`src/rtl/pmp_region_scanner.sv`:
```
// Sequential PMP checker: scans NUM_ENTRIES OFF/TOR/NA4/NAPOT entries one per cycle,
// lowest index first, and reports full/partial match plus the R/W/X/L permission outcome.
`timescale 1ns/1ps
module pmp_region_scanner #(
  parameter int NUM_ENTRIES = 16,
  parameter int XLEN        = 32,
  parameter int IDX_W       = (NUM_ENTRIES > 1) ? $clog2(NUM_ENTRIES) : 1
) (
  input  logic                        clk,
  input  logic                        reset,
  input  logic                        req_valid,
  output logic                        req_ready,
  input  logic [XLEN-1:0]             req_addr,
  input  logic [1:0]                  req_size,
  input  logic [1:0]                  req_type,
  input  logic                        req_priv_m,
  input  logic [8*NUM_ENTRIES-1:0]    pmpcfg_i,
  input  logic [XLEN*NUM_ENTRIES-1:0] pmpaddr_i,
  output logic                        resp_valid,
  input  logic                        resp_ready,
  output logic                        resp_allow,
  output logic                        resp_match,
  output logic [IDX_W-1:0]            resp_idx
);

  localparam int W = XLEN + 3;
  localparam logic [1:0] IDLE = 2'd0;
  localparam logic [1:0] SCAN = 2'd1;
  localparam logic [1:0] RESP = 2'd2;
  localparam logic [IDX_W-1:0] LAST = IDX_W'(NUM_ENTRIES - 1);

  logic [1:0]       state;
  logic [XLEN-1:0]  addr_q;
  logic [1:0]       size_q;
  logic [1:0]       type_q;
  logic             priv_q;
  logic [IDX_W-1:0] k;

  logic [7:0]      cfg_arr [NUM_ENTRIES];
  logic [XLEN-1:0] pa_arr  [NUM_ENTRIES];

  logic [7:0]      cur_cfg;
  logic [XLEN-1:0] cur_pa;
  logic [XLEN-1:0] prev_pa;
  logic [XLEN-1:0] napot_mask;
  logic [W-1:0]    acc_lo, acc_hi, lo, hi;
  logic            region_on, full, partial, perm_bit, grant, nomatch_allow;
  logic            unused_cfg_bits;

  assign req_ready  = (state == IDLE) && !reset;
  assign resp_valid = (state == RESP);

  always_comb begin
    for (int i = 0; i < NUM_ENTRIES; i++) begin
      cfg_arr[i] = pmpcfg_i[8*i +: 8];
      pa_arr[i]  = pmpaddr_i[XLEN*i +: XLEN];
    end
  end

  // Bounds are widened to XLEN+3 bits so neither the access end nor a NAPOT top can wrap.
  always_comb begin
    cur_cfg    = cfg_arr[k];
    cur_pa     = pa_arr[k];
    prev_pa    = (k == '0) ? '0 : pa_arr[k - IDX_W'(1)];
    napot_mask = cur_pa ^ (cur_pa + XLEN'(1));
    acc_lo     = W'(addr_q);
    acc_hi     = acc_lo + (W'(1) << size_q);
    lo         = '0;
    hi         = '0;
    region_on  = 1'b0;
    case (cur_cfg[4:3])
      2'd1: begin
        lo        = {1'b0, prev_pa, 2'b00};
        hi        = {1'b0, cur_pa, 2'b00};
        region_on = (lo < hi);
      end
      2'd2: begin
        lo        = {1'b0, cur_pa, 2'b00};
        hi        = lo + W'(4);
        region_on = 1'b1;
      end
      2'd3: begin
        lo        = {1'b0, cur_pa & ~napot_mask, 2'b00};
        hi        = lo + ((W'(napot_mask) + W'(1)) << 2);
        region_on = 1'b1;
      end
      default: region_on = 1'b0;
    endcase
    full    = region_on && (lo <= acc_lo) && (acc_hi <= hi);
    partial = region_on && (acc_lo < hi) && (acc_hi > lo) && !full;
    case (type_q)
      2'b00:   perm_bit = cur_cfg[0];
      2'b01:   perm_bit = cur_cfg[1];
      2'b10:   perm_bit = cur_cfg[2];
      default: perm_bit = 1'b0;
    endcase
    grant         = full && (type_q != 2'b11) && ((priv_q && !cur_cfg[7]) || perm_bit);
    nomatch_allow = priv_q && (type_q != 2'b11);
  end

  assign unused_cfg_bits = ^cur_cfg[6:5];

  always_ff @(posedge clk or posedge reset) begin
    if (reset) begin
      state      <= IDLE;
      addr_q     <= '0;
      size_q     <= '0;
      type_q     <= '0;
      priv_q     <= 1'b0;
      k          <= '0;
      resp_allow <= 1'b0;
      resp_match <= 1'b0;
      resp_idx   <= '0;
    end else begin
      case (state)
        IDLE: begin
          if (req_valid) begin
            addr_q <= req_addr;
            size_q <= req_size;
            type_q <= req_type;
            priv_q <= req_priv_m;
            k      <= '0;
            state  <= SCAN;
          end
        end
        SCAN: begin
          if (full || partial) begin
            resp_match <= 1'b1;
            resp_idx   <= k;
            resp_allow <= grant;
            state      <= RESP;
          end else if (k == LAST) begin
            resp_match <= 1'b0;
            resp_idx   <= '0;
            resp_allow <= nomatch_allow;
            state      <= RESP;
          end else begin
            k <= k + IDX_W'(1);
          end
        end
        RESP: begin
          if (resp_ready) state <= IDLE;
        end
        default: state <= IDLE;
      endcase
    end
  end

endmodule

```
`config.mk`:
```
export PLATFORM = sky130hd
export DESIGN_NAME = pmp_region_scanner
export DESIGN_NICKNAME = d
export VERILOG_FILES = /design/src/rtl/pmp_region_scanner.sv
export SDC_FILE = /design/constraint.sdc
export NUM_CORES = 1
export LEC_CHECK = 0
export ABC_AREA = 1
export CORE_AREA = 4 4 263 265
export CTS_BUF_LIST = sky130_fd_sc_hd__clkbuf_4 sky130_fd_sc_hd__clkbuf_8
export DETAILED_ROUTE_END_ITERATION = 8
export DIE_AREA = 0 0 267 269
export PLACE_DENSITY = 0.69
export SLEW_MARGIN = 40
export SYNTH_ARGS = -nofsm -noshare
export SYNTH_HDL_FRONTEND = slang
export SYNTH_SLANG_ARGS = --single-unit
```
`constraint.sdc`:
```
create_clock -name clk -period 6.54 [get_ports clk]
set_clock_uncertainty 0.2 [all_clocks]
set_input_delay 0.654 -clock clk [delete_from_list [all_inputs] [get_ports clk]]
set_output_delay 0.654 -clock clk [all_outputs]
set_load 0.005 [all_outputs]
```
==> flow_metrics.py, run 1 <==
metrics = {
    "outcome": {
        "status": "finished with violations",
        "violations": "negative setup slack",
    },
    "power_and_ir_drop": {
        "vdd_drop_max_v": 0.000425,
        "powerDensity_nw_per_um2": 713,
        "finalPower_mw": 25.2,
        "leakage_nw": 16.6,
    },
    "logic_synthesis": {
        "synth_cell_type_count": 60,
        "avgSynthCellArea_um2": 5.49,
        "synth-seq-cells": 49,
        "synth-seq-area-share": 0.0554,
        "synth_area_leader_cell": "nand2_1",
        "synth_nets": 4942,
        "yosysWarnings": 0,
        "ys.flop_type": "dfrtp_1",
        "synth_edf_count": 0,
        "synth_cells": 4037,
        "async_flop_share": 1.00,
        "yosysTopAreaCellShare": 0.160,
        "synth_area_um2": 22100,
        "synthTopCellsByArea": "nand2_1 (16%), ha_1 (13%), a21oi_1 (10%)",
    },
    "route": {
        "routed_wl_mm": 125,
        "ant_nets": 0,
        "drt_iter0_markers": 3011,
        "vias": 32700,
        "dr.pass1.iters": 7,
        "vias_per_cell": 5.45,
        "wl_per_cell_um": 20.8,
        "drc": 0,
    },
    "floorplan": {
        "core-area_um2": 66800,
        "dieArea_um2": 71800,
        "die_x_um": 267,
        "rows": 95,
        "die_h_um": 269,
        "initial_core_util": 0.332,
        "io_pins": 689,
    },
    "grt": {
        "gr-usage-met2": 0.566,
        "top_usage_layer": "met2",
        "grt_use_met1": 0.382,
        "grt_pass1_wl_mm": 181,
        "grt_pass1_vias": 30700,
        "grt_util_all_layers": 0.325,
        "grt_max_degree": 152,
        "antenna_found_initial": 25,
        "gr-total-overflow": 0,
        "globalRouteMet3Util": 0.0724,
    },
    "place": {
        "gp_congestion": 0.999,
        "post_dp_cell_area_um2": 33400,
        "port_buffers": 656,
        "placed_cells": 5925,
        "place_ws_ns": -1.54,
        "dp_hpwl_mm": 102,
    },
    "finish": {
        "finalInstanceArea_um2": 35300,
        "multi_input_area_um2": 18800,
        "fin_cells": 6001,
        "layout_common_cells": "nand2_1 (898), clkdlybuf4s50_1 (656), buf_4 (614), inv_1 (489), a21oi_1 (420)",
        "final_nets": 6011,
        "fill_cells": 6766,
        "seq_area_um2": 1240,
        "final_layout_size_suffix_gt1_frac": 0.191,
        "syn_to_final_growth_pct": 59.6,
        "final_core_util": 0.529,
        "final_common_cell": "nand2_1",
    },
    "clock_tree": {
        "clkSinkCount": 49,
        "clkLatencyLatePin_ns": 0.35,
        "htree_levels": 2,
        "cts_tree": "built",
        "clock_path_buffers": 2,
        "root_buffer": "clkbuf_8",
        "cts.clk_slew.worst_paths_ns": 0.11,
        "cts-buffers-inserted": 5,
    },
    "sta": {
        "post-route-period-util": 1.16,
        "max_freq_ghz": 0.132,
        "post-route-min-period_ns": 7.56,
        "worst_pin_slew_ns": 0.771,
        "hold_viol": 0,
        "slew_headroom": 0.486,
        "drv_slew": 0,
        "rsz0062_at_grt": "yes",
        "finalSetupViolCount": 12,
        "setup_slack_ns": -1.02,
    },
    "setup_path": {
        "slowest_stage": "dfrtp_4",
        "crit_path_max_incr_delay_ns": 0.58,
        "crit_required_ns": 6.59,
        "critPathLaunchType": "flip-flop",
        "crit_arrival_ns": 7.61,
        "crit_type": "reg -> reg",
        "worstSetupEndpointType": "flip-flop",
        "worst-path-max-fanout": 23,
    },
    "flow_run": {
        "maxCapViolations": 0,
    },
    "min_path": {
        "min_path_type": "reg -> reg",
    },
}
## per-layer routing
metal  vias up  share of wire  wire (um)
li1      15800              -          -
met1     15000           0.39      48300
met2      1561           0.47      58100
met3       347          0.091      11400
met4        14          0.054       6770
met5         -        0.00074         92
## registers in the layout, summed over array words and instances, names as in the netlist
register and cells:
k 4, resp_match 1, resp_idx 4, state 2
resp_allow 1, size_q 2, addr_q 32, priv_q 1
type_q 2
## synth_stat cells (31+ instances only)
| library cell | number |
|---|---|
| nand2_1 | 944 |
| inv_1 | 504 |
| a21oi_1 | 452 |
| o21ai_0 | 344 |
| nand3_1 | 322 |
| nor2_1 | 315 |
| ha_1 | 222 |
| o211ai_1 | 186 |
| buf_2 | 86 |
| clkbuf_1 | 77 |
| xor2_1 | 56 |
| dfrtp_1 | 49 |
| o21ai_1 | 38 |
| buf_1 | 34 |
| nand4_1 | 34 |
| nand2_2 | 32 |
| nor3_1 | 32 |
| buf_6 | 31 |
## what timing repair did
action | in CTS | in global routing
endpoints found under the setup margin | 12 | 12
cloned | 4 | 2
pin swaps | 46 | 113
resized for setup | 108 | 168
hold buffers | 0 | 0
setup buffers | 16 | 27
## logic make-up (layout without fill, tap and decap cells)
family                   Yosys count  after routing  share of synthesized area
buffers and inverters            786           1855                      0.154
XOR/XNOR                          69             69                     0.0273
flip-flops                        49             49                     0.0554
AO/OA/AOI/OAI                   1153           1153                      0.298
other                              0             21                          0
AND/OR/NAND/NOR                 1753           1754                      0.336
adder cells (fa/ha/maj)          224            224                      0.127
multiplexers                       3              3                    0.00153
## metrics by stage
step | hold WS, ns | setup TNS, ns
2_1_floorplan | 0.265 | -0.00315
3_3_place_gp | 0.277 | -16.71
3_5_place_dp | 0.277 | -17.84
4_1_cts | 0.312 | -9.44
5_1_grt | 0.351 | -16.68
6_report | 0.325 | -11.59
## final timing paths
| path | slack (ns) | start | depth (start not counted) | end |
|---|---|---|---|---|
| min reg2reg | 0.33 | resp_allow | 2 | resp_allow |
| min in group asynchronous | 0.56 | reset | 2 | priv_q |
| max in group asynchronous | 5.10 | reset | 2 | k[2] |
| max reg2reg | -1.02 | k[0] | 45 | k[2] |
| max | -1.02 | k[0] | 45 | k[2] |
| min | 0.33 | resp_allow | 2 | resp_allow |
## critical path, delay by kind of cell, from the launching register on
kind | cells | cell delay, ns
AO/OA/AOI/OAI | 9 | 1.36
XOR/XNOR | 2 | 0.45
adder cells (fa/ha/maj) | 3 | 0.79
buffers and inverters | 9 | 1.24
flip-flops | 1 | 0.58
AND/OR/NAND/NOR | 22 | 2.79
## report_power, final
part	leakage [nW]	switching (mW)	internal, mW
clock	0.0449	0.125	0.0775
combinational	16.0	13.5	10.8
sequential	0.555	0.172	0.440
## layout make-up
type | instances | area share
Timing Repair Buffer | 1316 | 0.341
Sequential cell | 49 | 0.0351
Inverter | 531 | 0.0571
Antenna cell | 21 | 0.00149
Multi-Input combinational cell | 3203 | 0.532
Clock buffer | 5 | 0.00195
Clock inverter | 3 | 0.000708
Tap cell | 873 | 0.0309
Note: power is estimated with default switching activity, not from simulation.
==> run 2, diff against run 1 <==
==> constraint.sdc (replaced) <==
create_clock -name clk -period 6.4 [get_ports clk]
set_clock_uncertainty 0.2 [all_clocks]
set_input_delay 0.64 -clock clk [delete_from_list [all_inputs] [get_ports clk]]
set_output_delay 0.64 -clock clk [all_outputs]
set_load 0.005 [all_outputs]
==> run 2 against run 1 <==
Against the previous run:
- the flow still finishes with violations (negative setup slack)
- worst setup slack worse by 0.11 ns
- global-route usage is 0.70 points higher
- maximum frequency is 0.41% higher
- combinational power is 2% higher
- register-to-register slack worse by 0.11 ns
- power is 2.0% higher
- via count is 0.13% higher
- non-clock buffer count is 59 higher
- critical path depth is 8 higher
- cell count is 1.1% higher
- critical path type unchanged
- largest power group unchanged
- highest routed layer unchanged
==> flow_metrics.py, run 2 (same netlist as run 1, synthesis figures left out) <==
metrics = {
    "finish": {
        "layout_common_cells": "nand2_1 (903), buf_4 (663), clkdlybuf4s50_1 (656), inv_1 (490), a21oi_1 (427)",
        "finalInstanceArea_um2": 35700,
        "final_common_cell": "nand2_1",
        "largest_reg_flops": 32,
        "top_regs": "addr_q: 32 flops, k: 4 flops, resp_idx: 4 flops",
        "syn_to_final_growth_pct": 61.2,
        "final_nets": 6071,
        "fill_cells": 6834,
        "final_layout_size_suffix_gt1_frac": 0.198,
        "fin_cells": 6070,
        "top_register": "addr_q",
    },
    "sta": {
        "max_freq_ghz": 0.133,
        "setup_slack_ns": -1.13,
        "rsz0062_at_grt": "yes",
        "slew_headroom": 0.501,
        "post-route-period-util": 1.18,
        "hold_viol": 0,
        "finalSetupViolCount": 12,
        "drv_slew": 0,
        "holdWs_ns": 0.301,
        "worst_pin_slew_ns": 0.749,
        "post-route-min-period_ns": 7.53,
    },
    "outcome": {
        "status": "finished with violations",
        "violations": "negative setup slack",
    },
    "clock_tree": {
        "clkLatencyLatePin_ns": 0.33,
        "clock_path_buffers": 2,
        "root_buffer": "clkbuf_8",
        "clkSinkCount": 49,
        "cts.clk_slew.worst_paths_ns": 0.10,
        "cts_tree": "built",
        "cts-buffers-inserted": 5,
        "htree_levels": 2,
        "hold_buffers": 0,
    },
    "setup_path": {
        "worstSetupEndpointType": "flip-flop",
        "crit_path_max_incr_delay_ns": 0.53,
        "critPathLaunchType": "flip-flop",
        "worst-path-max-fanout": 8,
        "slowest_stage": "dfrtp_4",
        "cpMostUsedCell": "nand2_1",
        "reg2regPathDepth": 53,
        "crit_arrival_ns": 7.60,
        "crit_type": "reg -> reg",
        "crit_required_ns": 6.47,
    },
    "route": {
        "vias": 32800,
        "vias_per_cell": 5.40,
        "ant_nets": 0,
        "routed_wl_mm": 127,
        "dr.pass1.iters": 8,
        "wl_per_cell_um": 21.0,
        "drt_iter0_markers": 3131,
        "drc": 0,
    },
    "floorplan": {
        "die_x_um": 267,
        "die_h_um": 269,
        "rows": 95,
        "dieArea_um2": 71800,
        "core-area_um2": 66800,
        "io_pins": 689,
        "initial_core_util": 0.332,
    },
    "power_and_ir_drop": {
        "powerDensity_nw_per_um2": 720,
        "vdd_drop_max_v": 0.000405,
        "leakage_nw": 16.9,
    },
    "place": {
        "port_buffers": 656,
        "post_dp_cell_area_um2": 34000,
        "placed_cells": 5982,
        "dp_hpwl_mm": 105,
        "place_ws_ns": -1.66,
        "gp_congestion": 1.03,
    },
    "grt": {
        "gr-total-overflow": 0,
        "grt_pass1_vias": 30900,
        "antenna_found_initial": 30,
        "grt_pass1_wl_mm": 184,
        "grt_util_all_layers": 0.332,
        "grt_max_degree": 115,
    },
    "min_path": {
        "min_path_cells": 2,
        "min_path_type": "reg -> reg",
    },
    "flow_run": {
        "maxCapViolations": 0,
    },
}
==> run 2: metrics by stage <==
step / TNS [ns] / utilization / power [mW]
3_5_place_dp: -19.60 / 0.509 / 23.3
6_report: -13.07 / 0.534 / 25.7
3_3_place_gp: -19.57 / 0.509 / 23.1
5_1_grt: -18.25 / 0.534 / 28.1
2_1_floorplan: -0.743 / - / 13.4
4_1_cts: -11.62 / 0.520 / 24.3
==> run 2: area by class of cell <==
cell class | instances | area (um^2) | share of cell area
tap | 873 | 1090 | 0.0306
sequential | 49 | 1240 | 0.0347
multi-input combinational | 3203 | 18600 | 0.521
clock inverter | 2 | 13.8 | 0.000386
antenna | 30 | 75.1 | 0.00210
inverter | 531 | 2010 | 0.0564
timing repair inverter | 1 | 8.76 | 0.000245
timing repair buffer | 1375 | 12600 | 0.352
clock buffer | 6 | 82.6 | 0.00231
==> run 2: worst max-delay path, delay by kind of cell, from the launching register on <==
family	cells	cell delay (ns)
AO/OA/AOI/OAI	11	1.54
XOR/XNOR	2	0.25
adder cells (fa/ha/maj)	3	0.74
buffers and inverters	11	1.29
flip-flops	1	0.53
AND/OR/NAND/NOR	26	2.89
==> run 2: path summary, 6_finish.rpt <==
check	slack (ns)	from	end
max	-1.13	k[0]	state[0]
min	0.30	resp_allow	resp_allow
max reg2reg	-1.13	k[0]	state[0]
min reg2reg	0.30	resp_allow	resp_allow
max in group asynchronous	4.93	reset	k[1]
min in group asynchronous	0.58	reset	addr_q[0]
==> run 2: power by group <==
group          switching [mW]  internal, mW
Clock                   0.117        0.0879
Sequential              0.168         0.450
Combinational            13.7          11.1
Total                    14.0          11.7
==> run 2: metal layers <==
metal,vias to the layer above,wire length [um],global-route usage
met2,1595,58800,0.575
met4,6,7580,0.166
li1,16000,-,-
met5,-,41,0
met3,362,11100,0.0574
met1,14800,49600,0.398
==> run 2: timing repair <==
action                     CTS  global route
setup endpoints to repair   12            12
cloned                       3             6
setup buffers               18            25
pin swaps                   23            79
resized for setup           93           145
